File: src/rtl/vend_pkg.sv
// Shared types, default coin/price tables and a lowest-set-bit picker for the
// vending credit controller.
package vend_pkg;

  typedef enum logic [1:0] {IDLE, VEND, PAY} state_t;

  typedef struct packed {
    logic       valid;
    logic [4:0] idx;
  } pick_t;

  localparam int CW_DEF = 10;

  // Channel/item 0 sits in the least significant slice.
  localparam logic [6*CW_DEF-1:0] COIN_VAL_DEF =
    {10'd100, 10'd50, 10'd25, 10'd10, 10'd5, 10'd1};
  localparam logic [4*CW_DEF-1:0] PRICE_DEF =
    {10'd200, 10'd150, 10'd100, 10'd75};

  function automatic pick_t pick_lowest(input logic [31:0] v);
    pick_t p;
    p = '0;
    for (int i = 31; i >= 0; i--) begin
      if (v[i]) begin
        p.valid = 1'b1;
        p.idx   = 5'(i);
      end
    end
    return p;
  endfunction

endpackage

File: src/rtl/vend_change_sel.sv
// Greedy change selector: the largest coin whose value does not exceed credit.
module vend_change_sel
  import vend_pkg::*;
#(
  parameter int                  NCOIN    = 6,
  parameter int                  CW       = 10,
  parameter logic [NCOIN*CW-1:0] COIN_VAL = COIN_VAL_DEF
) (
  input  logic [CW-1:0]    credit,
  output logic [NCOIN-1:0] chg,
  output logic [CW-1:0]    val,
  output logic             fit
);

  // Values ascend with index, so the last match wins.
  always_comb begin
    chg = '0;
    val = '0;
    fit = 1'b0;
    for (int k = 0; k < NCOIN; k++) begin
      if (COIN_VAL[k*CW +: CW] <= credit) begin
        chg    = '0;
        chg[k] = 1'b1;
        val    = COIN_VAL[k*CW +: CW];
        fit    = 1'b1;
      end
    end
  end

endmodule

File: src/rtl/vend_credit_ctrl.sv
// Credit, vend and change controller: accepts coins into a saturating credit,
// grants product requests and pays change or refunds one coin per cycle.
module vend_credit_ctrl
  import vend_pkg::*;
#(
  parameter int                  NCOIN    = 6,
  parameter int                  NITEM    = 4,
  parameter int                  CW       = 10,
  parameter logic [NCOIN*CW-1:0] COIN_VAL = COIN_VAL_DEF,
  parameter logic [NITEM*CW-1:0] PRICE    = PRICE_DEF,
  parameter int                  CMAX     = 500
) (
  input  logic             CLK,
  input  logic             RST,
  input  logic [NCOIN-1:0] coin,
  input  logic [NITEM-1:0] sel,
  input  logic             rr,
  output logic [CW-1:0]    credit,
  output logic [NITEM-1:0] vend,
  output logic [NCOIN-1:0] chg,
  output logic             rej,
  output logic             deny,
  output logic             busy
);

  localparam logic [CW:0] CMAX_W = (CW+1)'(CMAX);

  state_t           state;
  logic [NCOIN-1:0] coin_q;
  logic [NITEM-1:0] sel_q;
  logic             rr_q;
  logic             armed;

  logic [NCOIN-1:0] coin_ev;
  logic [NITEM-1:0] sel_ev;
  logic             rr_ev;
  pick_t            coin_pick;
  pick_t            sel_pick;
  logic [NCOIN-1:0] coin_first;
  logic [CW-1:0]    coin_v;
  logic [NITEM-1:0] sel_oh;
  logic [CW-1:0]    price_v;
  logic [CW:0]      coin_sum;
  logic [NCOIN-1:0] chg_oh;
  logic [CW-1:0]    chg_val;
  logic             chg_fit;

  // The first cycle after reset reports no edges, so a level held through
  // reset must be released and reasserted before it counts.
  assign coin_ev = armed ? (coin & ~coin_q) : '0;
  assign sel_ev  = armed ? (sel & ~sel_q) : '0;
  assign rr_ev   = armed & rr & ~rr_q;

  always_comb begin
    coin_pick  = pick_lowest(32'(coin_ev));
    sel_pick   = pick_lowest(32'(sel_ev));
    coin_first = '0;
    coin_v     = '0;
    for (int i = 0; i < NCOIN; i++) begin
      if (coin_pick.valid && int'(coin_pick.idx) == i) begin
        coin_first[i] = 1'b1;
        coin_v        = COIN_VAL[i*CW +: CW];
      end
    end
    sel_oh  = '0;
    price_v = '0;
    for (int j = 0; j < NITEM; j++) begin
      if (sel_pick.valid && int'(sel_pick.idx) == j) begin
        sel_oh[j] = 1'b1;
        price_v   = PRICE[j*CW +: CW];
      end
    end
    coin_sum = {1'b0, credit} + {1'b0, coin_v};
  end

  vend_change_sel #(
    .NCOIN    (NCOIN),
    .CW       (CW),
    .COIN_VAL (COIN_VAL)
  ) u_change_sel (
    .credit (credit),
    .chg    (chg_oh),
    .val    (chg_val),
    .fit    (chg_fit)
  );

  always_ff @(posedge CLK) begin
    if (RST) begin
      state  <= IDLE;
      credit <= '0;
      vend   <= '0;
      chg    <= '0;
      rej    <= 1'b0;
      deny   <= 1'b0;
      busy   <= 1'b0;
      coin_q <= '0;
      sel_q  <= '0;
      rr_q   <= 1'b0;
      armed  <= 1'b0;
    end else begin
      coin_q <= coin;
      sel_q  <= sel;
      rr_q   <= rr;
      armed  <= 1'b1;
      vend   <= '0;
      chg    <= '0;
      rej    <= 1'b0;
      deny   <= 1'b0;
      case (state)
        IDLE: begin
          if (rr_ev && credit != '0) begin
            rej <= |coin_ev;
            if (chg_fit) begin
              chg    <= chg_oh;
              credit <= credit - chg_val;
              state  <= PAY;
              busy   <= 1'b1;
            end
          end else if (sel_pick.valid && credit >= price_v) begin
            rej    <= |coin_ev;
            vend   <= sel_oh;
            credit <= credit - price_v;
            state  <= VEND;
            busy   <= 1'b1;
          end else begin
            deny <= sel_pick.valid;
            if (coin_pick.valid && coin_sum <= CMAX_W) begin
              credit <= coin_sum[CW-1:0];
              rej    <= |(coin_ev & ~coin_first);
            end else begin
              rej <= |coin_ev;
            end
          end
        end
        VEND, PAY: begin
          rej <= |coin_ev;
          if (credit != '0 && chg_fit) begin
            chg    <= chg_oh;
            credit <= credit - chg_val;
            state  <= PAY;
            busy   <= 1'b1;
          end else begin
            state <= IDLE;
            busy  <= 1'b0;
          end
        end
        default: begin
          state <= IDLE;
          busy  <= 1'b0;
        end
      endcase
    end
  end

endmodule

File: config.mk
export PLATFORM = sky130hd
export DESIGN_NAME = vend_credit_ctrl
export DESIGN_NICKNAME = d
export VERILOG_FILES = /design/src/rtl/vend_pkg.sv /design/src/rtl/vend_change_sel.sv /design/src/rtl/vend_credit_ctrl.sv
export SDC_FILE = /design/constraint.sdc
export NUM_CORES = 1
export LEC_CHECK = 0
export ABC_AREA = 0
export BUFFER_PORTS_ARGS = -buffer_cell sky130_fd_sc_hd__buf_2
export CORE_MARGIN = 2
export CORE_UTILIZATION = 45
export CTS_CLUSTER_SIZE = 28
export DETAILED_ROUTE_END_ITERATION = 8
export PLACE_DENSITY_LB_ADDON = 0.15
export RECOVER_POWER = 100
export SLEW_MARGIN = 40
export SYNTH_ARGS = -nofsm -noshare
export SYNTH_HDL_FRONTEND = slang
export SYNTH_SLANG_ARGS = --single-unit
File: constraint.sdc
create_clock -name CLK -period 9.8 [get_ports CLK]
set_input_delay 0.98 -clock CLK [delete_from_list [all_inputs] [get_ports CLK]]
set_output_delay 0.98 -clock CLK [all_outputs]
set_load 0.005 [all_outputs]
==> results of run 1 <==
## Yosys cell counts, types with 5 or more instances
master,instances
dfxtp_1,37
a21oi_1,30
a21o_1,5
nand3_1,10
ha_1,24
nor3_1,12
a31oi_1,8
nor4_1,5
or3_1,8
inv_1,16
o21ai_0,19
o211ai_1,8
nor2b_1,25
o21a_1,5
nor2_1,38
nand4_1,5
nand2b_1,7
xor2_1,7
and2_1,5
nand2_1,34
clkbuf_1,15
## through the flow
stage | std cells | area (um^2) | setup WS [ns]
after floorplan | 395 | 3040 | 5.18
after detailed placement | 491 | 3240 | 4.60
after global placement | 491 | 3240 | 4.71
final | 499 | 3310 | 4.53
after CTS | 499 | 3340 | 4.91
after global routing | 499 | 3310 | 4.07
## layout make-up
cell class / count / area [um^2] / share of cell area
inverters: 16 / 60.1 / 0.0182
clock inverters: 2 / 13.8 / 0.00416
multi-input cells: 324 / 2130 / 0.645
well taps: 77 / 96.3 / 0.0291
clock buffers: 6 / 82.6 / 0.0250
flip-flops and latches: 37 / 741 / 0.224
repair buffers: 37 / 181 / 0.0549
## registers in the layout (all words and copies together) (netlist names)
name / cells
sel_q: 4
busy: 1
chg: 6
rej: 1
deny: 1
rr_q: 1
credit: 10
armed: 1
state: 2
vend: 4
coin_q: 6
## critical path: cells and delay by family
family                     cells  cell delay, ns
AOI/OAI and AO/OA              7            2.40
adders and majority gates      1            0.34
and+or+nand+nor                5            1.04
buffers and inverters          2            0.72
## logic make-up (layout without fill, tap and decap cells)
group                      count (synthesis)  count (layout)  share of synthesized area
muxes                                      4               4                     0.0132
adders and majority gates                 27              27                      0.118
buffers and inverters                     34              61                     0.0481
DFF                                       37              37                      0.243
and+or+nand+nor                          165             165                      0.282
xor gates and xnor gates                  11              11                     0.0317
AOI/OAI and AO/OA                        117             117                      0.264
## routing by layer
layer  vias up  track usage  routed length (um)
met5         -            0                   0
met4         0       0.0668                 100
met3         9       0.0362                 461
met2        75        0.365                3750
met1      1381        0.299                3720
li1       1500            -                   -
## power groups by stage
stage	logic, mW	registers [mW]	clock network, mW
floorplan	0.560	0.209	0
global placement	0.683	0.236	0
detailed placement	0.686	0.236	0
CTS	0.691	0.232	0.121
global route	0.772	0.236	0.127
finish	0.689	0.231	0.122
## worst paths after layout
check               startpoint                     end  slack (ns)  cells past startpoint
max                     sel[1]  credit[8]$_SDFFE_PP0P_        4.53                     15
min reg2reg  busy$_SDFFE_PP0P_       busy$_SDFFE_PP0P_        0.50                      2
min          busy$_SDFFE_PP0P_       busy$_SDFFE_PP0P_        0.50                      2
max reg2reg      armed$_DFF_P_  credit[8]$_SDFFE_PP0P_        4.77                     13
==> impl_metrics.csv, run 1 <==
group,metric,value,unit
setup_path,crit_fanout,19,
timing,rsz0062_at_grt,"false",
synth,syn_avg_cell_area,7.70,um^2
setup_path,slowest_delay,1.02,ns
timing,final_min_period_over_clock_period,0.538,
power,seqPwrFrac,0.222,
final_layout,area_growth,8.68,%
power,pwr-share-comb,0.661,
timing,max_freq,190,MHz
timing,finalHoldViolCount,0,
power,cellPowerDensity,315,mW/mm^2
floorplan,dieWidth,86.2,um
power,p_switching,0.514,mW
global_route,overflow,0,
clock_network,postCtsSetupBuffers,0,
clock_network,clk_latency,0.31,ns
job,cap_violations,0,
synth,ys_ff_latch,37,
final_layout,antennaDiodeCount,0,
synth,synth_top_area_share,0.243,
power,pwr-share-clk,0.117,
power,cellLeakagePower,1.44,nW
placed_design,gp_congestion,0.851,
floorplan,std_cell_rows,29,
clock_network,cts_tree,"yes",
setup_path,critPathRequiredTime,10.02,ns
final_layout,layout_commonest_cell,"nor2_1",
floorplan,core_area,0.00646,mm^2
clock_network,clkTransAtPathRegs,0.08,ns
synth,synthCells,395,
timing,slew_viol_final,0,
route,drt_iter0_drc,188,
timing,setup_viol,0,
timing,max_slew_margin,0.140,
route,wl_per_cell,16.1,um
synth,synth_flop_cell,"dfxtp_1",
global_route,grt_antenna_before_repair,0,
power,ir_worst_vdd,96.8,uV
global_route,grt_pass1_wl,13000,um
synth,synth_top_cell_by_area,"dfxtp_1",
final_layout,nets,461,
setup_path,worstSetupPathType,"in -> reg",
route,routed_wl,8030,um
clock_network,h-tree-depth,2,
floorplan,start_util,0.471,
timing,hold_slack,0.496,ns
power,netSwitchingFraction,0.494,
setup_path,crit_chain,"buf_2, nor2b_1, o21ai_0, nand4_1, and2_0, ha_1, a21oi_1, a31oi_1, o41ai_1, clkbuf_1, nand2_1, o311ai_0, o21ai_0, or3_1, a21oi_1",
power,power.internal,0.527,mW
global_route,grt_max_degree,30,
synth,synth_warnings,0,
worst_hold_path,hold_path.class,"reg -> reg",
placed_design,dpl.hpwl,5940,um
synth,synthesis.nets,435,
route,via_per_inst,5.94,
power,power.total,1.04,mW
timing,finalCriticalPeriod,5.27,ns
clock_network,hold_buffers,0,
setup_path,crit_arrival,5.49,ns
synth,ys_types,63,
clock_network,cts_root_buf,"clkbuf_8",
final_layout,drive_above_1_share,0.111,
synth,synth_area_leaders,"dfxtp_1, ha_1, nor2b_1",
route,postRouteAntennaNets,0,
synth,synth_edf_count,0,
synth,synthArstFlopShare,0,
final_layout,final_cell_mix,"nor2_1, dfxtp_1, nand2_1, buf_2, a21oi_1",
outcome,status,"finished clean",
floorplan,die_h,86.2,um
timing,setup_tns,0,ns
floorplan,ios,36,
timing,finClkSkew,0.0108,ns
clock_network,cts_buffers,5,
clock_network,clock_path_buffers,2,
route,vias,2965,
floorplan,die_area,0.00744,mm^2
final_layout,post-route-util,0.512,
setup_path,critPathSlowestCell,"o41ai_1",
setup_path,cp-start-kind,"input pin",
synth,ys_seq_area_frac,0.243,
global_route,grtUsageTotal,0.222,
placed_design,io_buffers,35,
clock_network,cts_sinks,37,
global_route,grt_pass1_vias,2687,
route,drt-pass1-iter-count,5,
final_layout,fillCellCount,664,
timing,worstMarginPinSlew,1.29,ns
clock_network,postCtsResizedCells,0,
route,drc,0,
setup_path,end_kind,"flop",
synth,netlist_area,0.00304,mm^2
(Power assumes the default switching activity.)
==> run 2: changes to the inputs <==
==> constraint.sdc (replaced) <==
create_clock -name CLK -period 4.5 [get_ports CLK]
set_input_delay 0.45 -clock CLK [delete_from_list [all_inputs] [get_ports CLK]]
set_output_delay 0.45 -clock CLK [all_outputs]
set_load 0.005 [all_outputs]
==> run 2 against run 1 <==
Effect of this change:
- critical path depth grew 1
- first-iteration DRC count shrank 22%
- global-route usage grew 0.35 points
- sequential cell count is the same
- design area grew 1.6%
- sequential share of layout area shrank 0.36 points
- critical path type is now reg -> reg
- non-clock buffer count grew 11
==> impl_metrics.csv, run 2 (same netlist as run 1, synthesis figures left out) <==
group,metric,value,unit
outcome,status,"finished clean",
setup_path,crit_chain,"nor2b_1, nor2_1, o21ai_0, a21oi_1, or2_2, o21a_1, fa_1, nor2b_1, o2111ai_1, and4_1, o311ai_1, nor4_1, a2111o_2, buf_4, or3_1, a21oi_1",
final_layout,largest_reg_flops,10,
clock_network,cts_buffers,5,
floorplan,std_cell_rows,29,
final_layout,largest-register,"credit",
setup_path,worstSetupPathType,"reg -> reg",
timing,slew_viol_final,0,
route,routed_wl,8070,um
clock_network,postCtsResizedCells,0,
global_route,grt_max_degree,30,
global_route,overflow,0,
clock_network,postCtsSetupBuffers,0,
floorplan,ios,36,
timing,worstMarginPinSlew,1.28,ns
route,vias,2974,
clock_network,cts_tree,"yes",
timing,max_freq,244,MHz
final_layout,nets,472,
timing,max_slew_margin,0.150,
route,drt_iter0_drc,146,
placed_design,place_inst,502,
final_layout,reg_top3,"credit: 10 flops, chg: 6 flops, coin_q: 6 flops",
setup_path,crit_arrival,4.31,ns
route,via_per_inst,5.85,
clock_network,cts_sinks,37,
timing,final_min_period_over_clock_period,0.911,
clock_network,clock_path_buffers,2,
route,drt-pass1-iter-count,4,
setup_path,end_kind,"flop",
setup_path,slowest_delay,0.46,ns
floorplan,start_util,0.471,
floorplan,dieWidth,86.2,um
timing,finalHoldViolCount,0,
placed_design,pre_cts_ws,0.150,ns
final_layout,layout_commonest_cell,"nor2_1",
placed_design,gp_congestion,0.884,
route,wl_per_cell,15.9,um
floorplan,die_h,86.2,um
global_route,grt_pass1_vias,2701,
timing,setup_tns,0,ns
setup_path,crit_family,"simple AND/OR/NAND/NOR gates",
global_route,grtUsageTotal,0.225,
final_layout,drive_above_1_share,0.114,
timing,rsz0062_at_grt,"false",
placed_design,dpl.hpwl,6170,um
timing,finalCriticalPeriod,4.10,ns
power,ir_worst_vdd,220,uV
final_layout,area_growth,10.4,%
power,cellLeakagePower,1.45,nW
final_layout,antennaDiodeCount,0,
final_layout,final_cells,508,
clock_network,cts_root_buf,"clkbuf_8",
route,postRouteAntennaNets,0,
setup_path,cp-start-kind,"flop",
timing,setup_viol,0,
global_route,grt_pass1_wl,13000,um
clock_network,h-tree-depth,2,
final_layout,final_cell_mix,"nor2_1, dfxtp_1, nand2_1, a21oi_1, buf_2",
setup_path,critPathRequiredTime,4.72,ns
worst_hold_path,hold_path.class,"in -> reg",
setup_path,path_buf_inv,1,
placed_design,io_buffers,35,
setup_path,critPathSlowestCell,"a2111o_2",
route,drc,0,
clock_network,clk_latency,0.30,ns
timing,worst_slack,0.402,ns
global_route,grt_antenna_before_repair,0,
power,cellPowerDensity,676,mW/mm^2
floorplan,die_area,0.00744,mm^2
timing,finClkSkew,0.0111,ns
clock_network,hold_buffers,0,
setup_path,crit_fanout,16,
job,cap_violations,0,
floorplan,core_area,0.00646,mm^2
clock_network,clkTransAtPathRegs,0.08,ns
## run 2: cell types whose count changed in the layout (fill, tap and decap cells not counted), sizes merged
cell    change
clkbuf      +8
buf         +2
clkinv      -1
## run 2: per-layer routing
| metal | part of all wire | global-route usage | wire (um) |
|---|---|---|---|
| met1 | 0.46 | 0.295 | 3700 |
| met2 | 0.47 | 0.382 | 3830 |
| met3 | 0.049 | 0.0333 | 394 |
| met4 | 0.017 | 0.0710 | 139 |
| met5 | 0 | 0 | 0 |
## run 2: worst reg2reg max path, delay by kind of cell, from the launching register on
family                     cells  cell delay, ns
DFF                            1            0.31
buffers and inverters          1            0.20
AOI/OAI and AO/OA              7            1.51
adders and majority gates      1            0.43
and+or+nand+nor                7            1.57
## run 2: path summary, 6_finish.rpt
path,from,endpoint,slack [ns],cells past startpoint
setup / recovery,coin_q[2]$_SDFF_PP0_,credit[8]$_SDFFE_PP0P_,0.40,16
hold / removal,sel[0],sel_q[0]$_SDFF_PP0_,0.38,2
setup reg to reg,coin_q[2]$_SDFF_PP0_,credit[8]$_SDFFE_PP0P_,0.40,16
hold reg to reg,busy$_SDFFE_PP0P_,busy$_SDFFE_PP0P_,0.49,2
## run 2: layout make-up
cell class              count  area [um^2]
fillers                   662         3100
multi-input cells         324         2150
flip-flops and latches     37          741
repair buffers             48          238
well taps                  77         96.3
clock buffers               5         68.8
inverters                  16         60.1
clock inverters             1         5.00
## run 2: per-stage QoR
step | area, um^2 | util | power [mW] | hold WS (ns)
2_1_floorplan | 3040 | - | 1.67 | 0.483
3_3_place_gp | 3330 | 0.515 | 2.06 | 0.467
3_5_place_dp | 3330 | 0.515 | 2.07 | 0.482
4_1_cts | 3400 | 0.526 | 2.30 | 0.375
5_1_grt | 3360 | 0.520 | 2.51 | 0.386
6_report | 3360 | 0.520 | 2.27 | 0.380
## run 2: where the power goes
group	internal [mW]	switching [mW]	leakage [nW]	total [mW]
sequential	0.389	0.0635	0.305	0.452
combinational	0.674	0.927	1.11	1.60
clock	0.102	0.114	0.0399	0.216
total	1.16	1.11	1.45	2.27
==> run 3: changes to the inputs <==
--- a/config.mk
+++ b/config.mk
@@ -8,7 +8,7 @@
 export ABC_AREA = 0
 export BUFFER_PORTS_ARGS = -buffer_cell sky130_fd_sc_hd__buf_2
 export CORE_MARGIN = 2
-export CORE_UTILIZATION = 45
+export CORE_UTILIZATION = 53
 export CTS_CLUSTER_SIZE = 28
 export DETAILED_ROUTE_END_ITERATION = 8
 export PLACE_DENSITY_LB_ADDON = 0.15
==> run 3 against run 2 <==
Effect of this change:
- sequential cell count is the same
- critical path depth shrank 1
- fmax shrank 2.3%
- clock-buffer cell count grew 1
==> impl_metrics.csv, run 3 (same netlist as run 1, synthesis figures left out) <==
group,metric,value,unit
route,drc,0,
final_layout,post-route-util,0.612,
timing,max_slew_margin,0.137,
setup_path,end_kind,"flop",
floorplan,start_util,0.549,
power,pwr-share-clk,0.112,
global_route,grtUsageTotal,0.260,
job,cap_violations,0,
global_route,grt_pass1_wl,12700,um
placed_design,gp_congestion,0.899,
final_layout,reg_top3,"credit: 10 flops, chg: 6 flops, coin_q: 6 flops",
final_layout,final_cell_mix,"nor2_1, dfxtp_1, nand2_1, a21oi_1, buf_2",
setup_path,reg2reg_slack,0.30,ns
timing,rsz0062_at_grt,"false",
clock_network,clk_latency,0.30,ns
clock_network,postCtsResizedCells,0,
route,routed_wl,8010,um
final_layout,drive_above_1_share,0.122,
route,via_per_inst,5.95,
worst_hold_path,hold-path-endpoint,"coin_q[4]$_SDFF_PP0_",
global_route,grt_antenna_before_repair,0,
outcome,status,"finished clean",
floorplan,ios,36,
timing,max_freq,238,MHz
final_layout,largest-register,"credit",
global_route,grt_pass1_vias,2665,
power,power.internal,1.19,mW
floorplan,std_cell_rows,27,
final_layout,fillCellCount,558,
setup_path,critPathLaunch,"armed$_DFF_P_",
power,ir_worst_vdd,320,uV
timing,finalCriticalPeriod,4.20,ns
clock_network,h-tree-depth,2,
final_layout,nets,474,
power,power.total,2.33,mW
final_layout,multi_input_area,0.00216,mm^2
power,p_switching,1.14,mW
setup_path,cp-start-kind,"flop",
route,postRouteAntennaNets,0,
timing,final_min_period_over_clock_period,0.933,
route,drt_iter0_drc,175,
power,cellPowerDensity,688,mW/mm^2
power,seqPwrFrac,0.186,
route,drt-pass1-iter-count,4,
final_layout,largest_reg_flops,10,
clock_network,postCtsSetupBuffers,0,
clock_network,clock_path_buffers,2,
route,wl_per_cell,15.8,um
final_layout,area_growth,11.4,%
clock_network,cts_sinks,37,
setup_path,worstSetupPathType,"reg -> reg",
power,netSwitchingFraction,0.489,
clock_network,hold_buffers,0,
clock_network,cts_buffers,5,
setup_path,r2r_cells,15,
timing,setup_tns,0,ns
timing,finClkSkew,0.0122,ns
final_layout,antennaDiodeCount,0,
setup_path,crit_arrival,4.41,ns
final_layout,layout_commonest_cell,"nor2_1",
placed_design,dpl.hpwl,6020,um
setup_path,critPathRequiredTime,4.71,ns
timing,slew_viol_final,0,
timing,worstMarginPinSlew,1.29,ns
floorplan,die_h,79.8,um
power,pwr-share-comb,0.702,
global_route,grt_max_degree,30,
timing,finalHoldViolCount,0,
timing,worst_slack,0.303,ns
clock_network,clkTransAtPathRegs,0.09,ns
placed_design,pre_cts_ws,0.157,ns
global_route,overflow,0,
floorplan,core_area,0.00554,mm^2
worst_hold_path,min_from,"coin[4]",
setup_path,rr_startpoint,"armed$_DFF_P_",
setup_path,crit_fanout,6,
final_layout,ff_latch_area,741,um^2
worst_hold_path,hold_path.class,"in -> reg",
clock_network,cts_tree,"yes",
timing,setup_viol,0,
clock_network,cts_root_buf,"clkbuf_8",
floorplan,die_area,0.00636,mm^2
setup_path,r2r-end,"credit[9]$_SDFFE_PP0P_",
power,cellLeakagePower,1.47,nW
route,vias,3019,
worst_hold_path,hold_path_depth,2,
floorplan,dieWidth,79.8,um
placed_design,io_buffers,35,
## run 3: cell types whose count changed in the layout (fill, tap and decap cells not counted), sizes merged
cell,before,now
clkbuf,19,22
clkinv,1,2
## run 3: metrics by stage
| step | instances | instance area (um^2) | hold WS, ns |
|---|---|---|---|
| 2_1_floorplan | 395 | 3040 | 0.483 |
| 3_3_place_gp | 499 | 3330 | 0.468 |
| 3_5_place_dp | 499 | 3330 | 0.494 |
| 4_1_cts | 507 | 3430 | 0.369 |
| 5_1_grt | 507 | 3390 | 0.382 |
| 6_report | 507 | 3390 | 0.362 |
## run 3: cell type report
type / instances / share of cell area
clock buffer: 6 / 0.0244
timing repair buffer: 50 / 0.0727
sequential: 37 / 0.219
inverter: 16 / 0.0177
clock inverter: 2 / 0.00406
multi-input combinational: 324 / 0.636
tap: 72 / 0.0266
## run 3: power by group through the flow
stage	Sequential (mW)	Combinational [mW]	Clock [mW]
5_1_grt	0.443	1.81	0.275
4_1_cts	0.434	1.65	0.263
2_1_floorplan	0.454	1.22	0
3_3_place_gp	0.438	1.62	0
3_5_place_dp	0.441	1.63	0
6_report	0.434	1.64	0.262
## run 3: critical path: stages, from the launching register on
cell and delay (ns):
dfxtp_1 0.44, nand3b_1 0.18, or3_1 0.38, a21oi_1 0.21, or2_2 0.18, o21a_1 0.16, inv_1 0.05, ha_1 0.26
a211oi_1 0.46, o211ai_1 0.22, a31o_1 0.25, o21ai_1 0.13, a21oi_1 0.10, a2111o_2 0.43, or4b_1 0.50, a31oi_1 0.16
## run 3: per-layer routing
metal / global-route usage / wire [um] / up-vias
met4: 0.107 / 260 / 0
li1: - / - / 1522
met3: 0.0430 / 488 / 23
met5: 0 / 0 / -
met1: 0.333 / 3460 / 1375
met2: 0.433 / 3800 / 99
## run 3: worst max path at each step
stage                                         to  slack, ns  cells past startpoint
after floorplan           credit[9]$_SDFFE_PP0P_       0.41                     14
after global placement    credit[9]$_SDFFE_PP0P_       0.23                     16
after detailed placement  credit[9]$_SDFFE_PP0P_       0.16                     16
after CTS                 credit[9]$_SDFFE_PP0P_       0.35                     15
after global routing      credit[8]$_SDFFE_PP0P_       0.05                     16
final                     credit[9]$_SDFFE_PP0P_       0.30                     15
